<file path="src/rtl/exec_issue.sv">
// exec_issue: 3-state issue/writeback controller for the 16-bit alu; define EXEC_ISSUE_ADDC_EN to enable ADDC (reg 0x07 / imm op 0x7)
module exec_issue (
  input  logic        clk,
  input  logic        reset_n,
  input  logic [15:0] instr,
  input  logic        instr_valid,
  output logic        instr_ready,
  output logic [7:0]  alu_op,
  output logic [15:0] alu_a,
  output logic [15:0] alu_b,
  output logic        alu_cin,
  input  logic [15:0] alu_result,
  input  logic [4:0]  alu_flags,
  output logic [4:0]  psr,
  output logic        done,
  output logic        illegal_op,
  input  logic [3:0]  dbg_addr,
  output logic [15:0] dbg_data
);
  typedef enum logic [1:0] {IDLE, EXEC, WB} state_t;
`ifdef EXEC_ISSUE_ADDC_EN
  localparam logic ADDC = 1'b1;
`else
  localparam logic ADDC = 1'b0;
`endif
  state_t      state, nxt;
  logic [15:0] ir, res, imm;
  logic [15:0] rf [16];
  logic [4:0]  flg, psr_q;
  logic [7:0]  code, dec_op;
  logic        ill, reg_form, addc, sext, wr_reg, wr_psr;
  function automatic logic legal_f(input logic [15:0] w);
    logic [7:0] c;
    c = {w[15:12], w[7:4]};
    return (w[15:12] == 4'h0 || w[15:12] == 4'h8)
      ? ((c inside {8'h00, 8'h01, 8'h02, 8'h03, 8'h05, 8'h06, 8'h09, 8'h0B,
                    8'h0C, 8'h0D, 8'h0E, 8'h84, 8'h86}) || (ADDC && c == 8'h07))
      : ((w[15:12] inside {4'h1, 4'h2, 4'h3, 4'h5, 4'h6, 4'h9, 4'hB, 4'hC, 4'hD})
         || (ADDC && w[15:12] == 4'h7));
  endfunction
  assign code     = {ir[15:12], ir[7:4]};
  assign reg_form = ir[15:12] == 4'h0 || ir[15:12] == 4'h8;
  assign addc     = ADDC && (reg_form ? code == 8'h07 : ir[15:12] == 4'h7);
  assign sext     = ir[15:12] inside {4'h5, 4'h7, 4'h9, 4'hC, 4'hD};
  assign imm      = sext ? {{8{ir[7]}}, ir[7:0]} : {8'h00, ir[7:0]};
  // ADDC reuses the ADD opcode; only the carry-in differs
  assign dec_op   = addc ? 8'h05 : reg_form ? code : {4'h0, ir[15:12]};
  assign wr_reg   = !ill && !(dec_op inside {8'h00, 8'h0B, 8'h0C});
  assign wr_psr   = !ill && !(dec_op inside {8'h00, 8'h0D});
  assign instr_ready = state == IDLE;
  assign done        = state == WB;
  assign illegal_op  = state == WB && ill;
  assign alu_op      = state == EXEC ? dec_op : 8'h00;
  assign alu_a       = state == EXEC ? rf[ir[11:8]] : 16'h0000;
  assign alu_b       = state == EXEC ? (reg_form ? rf[ir[3:0]] : imm) : 16'h0000;
  assign alu_cin     = state == EXEC && addc && psr_q[0];
  assign psr         = psr_q;
  assign dbg_data    = rf[dbg_addr];
  always_comb begin
    nxt = IDLE;
    nxt = state == IDLE ? (instr_valid ? (legal_f(instr) ? EXEC : WB) : IDLE)
        : state == EXEC ? WB : IDLE;
  end
  always_ff @(posedge clk or negedge reset_n)
    if (!reset_n) state <= IDLE;
    else state <= nxt;
  always_ff @(posedge clk or negedge reset_n)
    if (!reset_n) begin
      ir    <= '0;
      ill   <= 1'b0;
      res   <= '0;
      flg   <= '0;
      psr_q <= '0;
      for (int i = 0; i < 16; i++) rf[i] <= '0;
    end else begin
      if (state == IDLE && instr_valid) begin
        ir  <= instr;
        ill <= !legal_f(instr);
      end
      if (state == EXEC) begin
        res <= alu_result;
        flg <= alu_flags;
      end
      if (state == WB && wr_reg) rf[ir[11:8]] <= res;
      if (state == WB && wr_psr) psr_q <= flg;
    end
endmodule

</file>
<file path="config.mk">
export PLATFORM = sky130hd
export DESIGN_NAME = exec_issue
export DESIGN_NICKNAME = d
export VERILOG_FILES = /design/src/rtl/exec_issue.sv
export SDC_FILE = /design/constraint.sdc
export NUM_CORES = 1
export LEC_CHECK = 0
export CELL_PAD_IN_SITES_DETAIL_PLACEMENT = 1
export CELL_PAD_IN_SITES_GLOBAL_PLACEMENT = 1
export CORE_MARGIN = 5
export CORE_UTILIZATION = 43
export CTS_BUF_LIST = sky130_fd_sc_hd__clkbuf_8 sky130_fd_sc_hd__clkbuf_16
export CTS_CLUSTER_SIZE = 24
export DETAILED_ROUTE_END_ITERATION = 16
export PLACE_DENSITY = 0.69
export SLEW_MARGIN = 20
export SYNTH_ARGS = -nofsm -noshare
export SYNTH_HDL_FRONTEND = slang
export SYNTH_SLANG_ARGS = --single-unit
</file>
<file path="constraint.sdc">
create_clock -name clk -period 3.4 [get_ports clk]
set_input_delay 0.51 -clock clk [delete_from_list [all_inputs] [get_ports clk]]
set_output_delay 0.51 -clock clk [all_outputs]
set_load 0.03 [all_outputs]
</file>
==> impl.org <==
** Worst setup path
- By instance count, the cell type seen most on the critical path is sky130_fd_sc_hd__mux4_2.
- Number of cells on the worst reg-to-reg path :: 6
- Worst path cell trace :: buf_12 -> buf_16 -> mux4_2 -> mux4_2 -> and2_4 -> buf_4
- Along the worst path, the maximum fanout reaches 17.
- Worst-path cell with the longest stage delay :: sky130_fd_sc_hd__mux4_2
- Biggest cell delay along the critical path :: 0.55 ns
- STA puts the critical path data required time at 2.89 ns.
- The setup path with the least slack is of type reg -> out.
- Data arrives at the worst endpoint at 2.80 ns.
- The worst setup path is captured at an output pin.
- STA classifies the critical path startpoint as a flip-flop.

** STA
- The total count of hold-check failures in the final report is 0.
- Timing-limited maximum frequency :: 302 MHz
- After layout, the worst path uses 97.5% of the clock period.
- Setup repair after global routing left no endpoint under its margin.
- Transition time at the pin with the least slew margin :: 1.14 ns
- Max_slew headroom :: 23.5%
- Between clock sinks in the finished design, the worst skew comes to 0.0165 ns.
- Setup violations remaining at the end of the flow were counted as 0.
- Fin. max-slew vios :: 0
- Aggregate negative setup slack :: 0 ns
- Fin crit period :: 3.31 ns

** Place
- The count of buffers added on input and output ports is 104.
- Detailed placement ended at an HPWL of 35700 um.
- At the end of routability-driven placement, the weighted congestion stood at 0.815.

** Floorplanning
- The floorplan has 74 rows.
- For this configuration, the core starts out at a cell density of 43.6%.
- The floorplan step defined a core boundary enclosing 40900 um^2.
- Number of top-level pins :: 109
- From bottom edge to top edge, the die measures 214 um.
- Die area :: 45700 um^2
- In this run the horizontal extent of the chip is 214 um.

** Final layout
- Fraction of layout instances using a drive strength above 1 :: 53.5%
- The repair_antennas step left the layout with diodes totalling 0.
- Sequential cell area :: 7540 um^2
- The final layout contains 1339 nets.
- Most frequent cells in the layout :: 295 x sky130_fd_sc_hd__dfrtp_1, 276 x sky130_fd_sc_hd__mux2_2, 216 x sky130_fd_sc_hd__mux4_2
- Filler instances :: 3932
- Leaving out fill and tap cells, the most frequent cell in the layout is sky130_fd_sc_hd__dfrtp_1.
- Summing all multi-input logic gate instances after layout gives 9780 um^2.
- Compared with the post-synthesis result, the final layout area differs by 18.6%.

** Job
- Max-cap violations in this run came to 0.

** Hold path
- Number of instances on the worst hold path :: 2
- Hold Crit Class :: reg -> reg

** Clocking
- Clock tree from TritonCTS :: done
- Cell chosen for the clock root :: sky130_fd_sc_hd__clkbuf_16
- Counting along the longest clock path gives a buffer depth of 3.
- For this design, the sink count on the clock tree is 301.
- H-tree depth reported by CTS :: 2
- Counting the buffers created by CTS gives 36.
- Clock-pin slew was measured on the worst setup and hold paths at 0.06 ns.
- The clock reaches the later pin of the worst-skew pair after 0.55 ns.

** Detailed routing
- Number of nets with antenna violations after detailed routing :: 0
- Total DRC errors in the routed layout :: 0
- WL per Instance :: 29.9 um
- Detailed routing inserted a total of 11900 vias.
- Using the TritonRoute via totals, the vias-per-cell ratio works out to 6.39.
- The pre-antenna-repair detailed-routing pass consisted of 4 iterations.
- After the first detailed-routing iteration, the DRC count stood at 845.
- Total routed wirelength :: 55500 um

** Pwr
- The share of total power dissipated in combinational logic is 38.4%.
- Share of total power in sequential cells :: 37.0%
- Clock power share :: 24.6%
- Design internal power :: 10.7 mW
- Peak supply drop :: 0.000456 V
- Total leakage power :: 9.41 nW
- Power Dens Cells :: 791 nW/um^2
- The design draws 16.7 mW.
- Switching power of the nets :: 6.06 mW
- Net Sw Frac :: 36.2%

** Global route
- Number of antenna violations at the first check in global routing :: 0
- The first global-routing pass estimated 84900 um of wire.
- Number of global-route vias before repair :: 12900
- Entering global routing, the biggest net connects 79 pins.
- Summed over all layers, the global routing overflow is 0.
- Overall track demand over capacity in global routing :: 25.0%

** Status
- The flow ran to the end, and the final reports show no timing, DRC or antenna violations.

** Logic synthesis
- Share of flip-flops with an asynchronous set or reset :: 100%
- In this run, distinct cell masters in the synthesized netlist total 49.
- Average footprint of a synthesized cell :: 14.9 um^2
- Yosys Warn Count :: 0
- Syn Inst Count :: 1194
- For this run, the register share of the synthesized area comes to 42.2%.
- Top FF cell, synth :: sky130_fd_sc_hd__dfrtp_1
- Synthesis inferred 301 register bits.
- Cell Area, Synth :: 17800 um^2
- In this run, synthesis inferred 0 flip-flops with an integrated enable.
-- flip-flops by register name, indices dropped and copies added, names as in the netlist --
name	cells
res	16
ir	16
ill	1
state	2
flg	5
rf	256
psr	5
-- synthesized netlist by cell type (all sizes together) (11+ instances only) --
cell,n,area (um^2)
a21oi,18,93.8
dfrtp,301,7530
clkbuf,65,244
a211oi,11,82.6
nand2,80,300
mux2i,20,213
nor2,23,86.3
mux4,216,4860
and2,19,119
buf,56,312
nor2b,14,87.6
mux2,290,3300
-- power groups by stage --
stage / combinational [mW] / clock (mW) / sequential (mW)
2_1_floorplan: 4.80 / 0 / 5.40
3_3_place_gp: 6.14 / 0 / 6.18
3_5_place_dp: 6.29 / 0 / 6.25
4_1_cts: 6.43 / 4.20 / 6.16
5_1_grt: 6.83 / 4.37 / 6.38
6_report: 6.43 / 4.12 / 6.20
-- critical path, delay by kind of cell, from the launching register on --
| kind | cells | cell delay [ns] |
|---|---|---|
| buffers and inverters | 3 | 0.54 |
| DFF | 1 | 0.43 |
| muxes | 2 | 1.08 |
| and+or+nand+nor | 1 | 0.19 |
-- logic make-up after synthesis --
family | count (synthesis) | synth area share, %
mux | 526 | 47.0
simple gates | 181 | 5.30
flops | 301 | 42.2
other cells | 1 | 0.0210
buf+inv | 121 | 3.11
compound gates | 64 | 2.36
-- final timing paths --
kind	slack, ns	start	endpoint
max reg2reg	0.42	ir[12]$_DFFE_PN0P_	rf[187]$_DFFE_PN0P_
min in group asynchronous	0.54	reset_n	rf[98]$_DFFE_PN0P_
min	0.47	flg[3]$_DFFE_PN0P_	flg[3]$_DFFE_PN0P_
max in group asynchronous	1.89	reset_n	ir[0]$_DFFE_PN0P_
min reg2reg	0.47	flg[3]$_DFFE_PN0P_	flg[3]$_DFFE_PN0P_
max	0.09	ir[8]$_DFFE_PN0P_	alu_a[5]
-- metrics by stage --
stage | setup slack [ns] | std cells | utilization (%) | area, um^2 | hold WS (ns)
5_1_grt | 0.00298 | 1855 | 51.7 | 21100 | 0.491
3_5_place_dp | 0.224 | 1783 | 48.4 | 19800 | 0.467
3_3_place_gp | 0.251 | 1783 | 48.4 | 19800 | 0.454
6_report | 0.0851 | 1855 | 51.7 | 21100 | 0.470
4_1_cts | 0.00719 | 1854 | 51.6 | 21100 | 0.461
2_1_floorplan | 0.326 | 1197 | - | 17800 | 0.214
-- layout make-up --
type	instances	share of cell area [%]
Clock buffer	42	4.70
Timing Repair Buffer	181	8.97
Tap cell	532	3.15
Sequential cell	301	35.7
Multi-Input combinational cell	775	46.2
Clock inverter	24	1.26
-- repair_timing --
item	CTS	global route
hold endpoints to repair	44	0
hold buffers	1	0
gates resized for setup	22	18
cloned	0	1
setup endpoints to repair	27	15
setup buffers	4	0
-- routing by layer --
metal	wire length, um	vias to the layer above	GRT usage (%)
met2	27300	386	40.8
met3	3010	112	4.99
met4	1970	0	8.18
met5	0	-	0
li1	-	4872	-
met1	23300	6480	34.1
(Power assumes the default switching activity.)
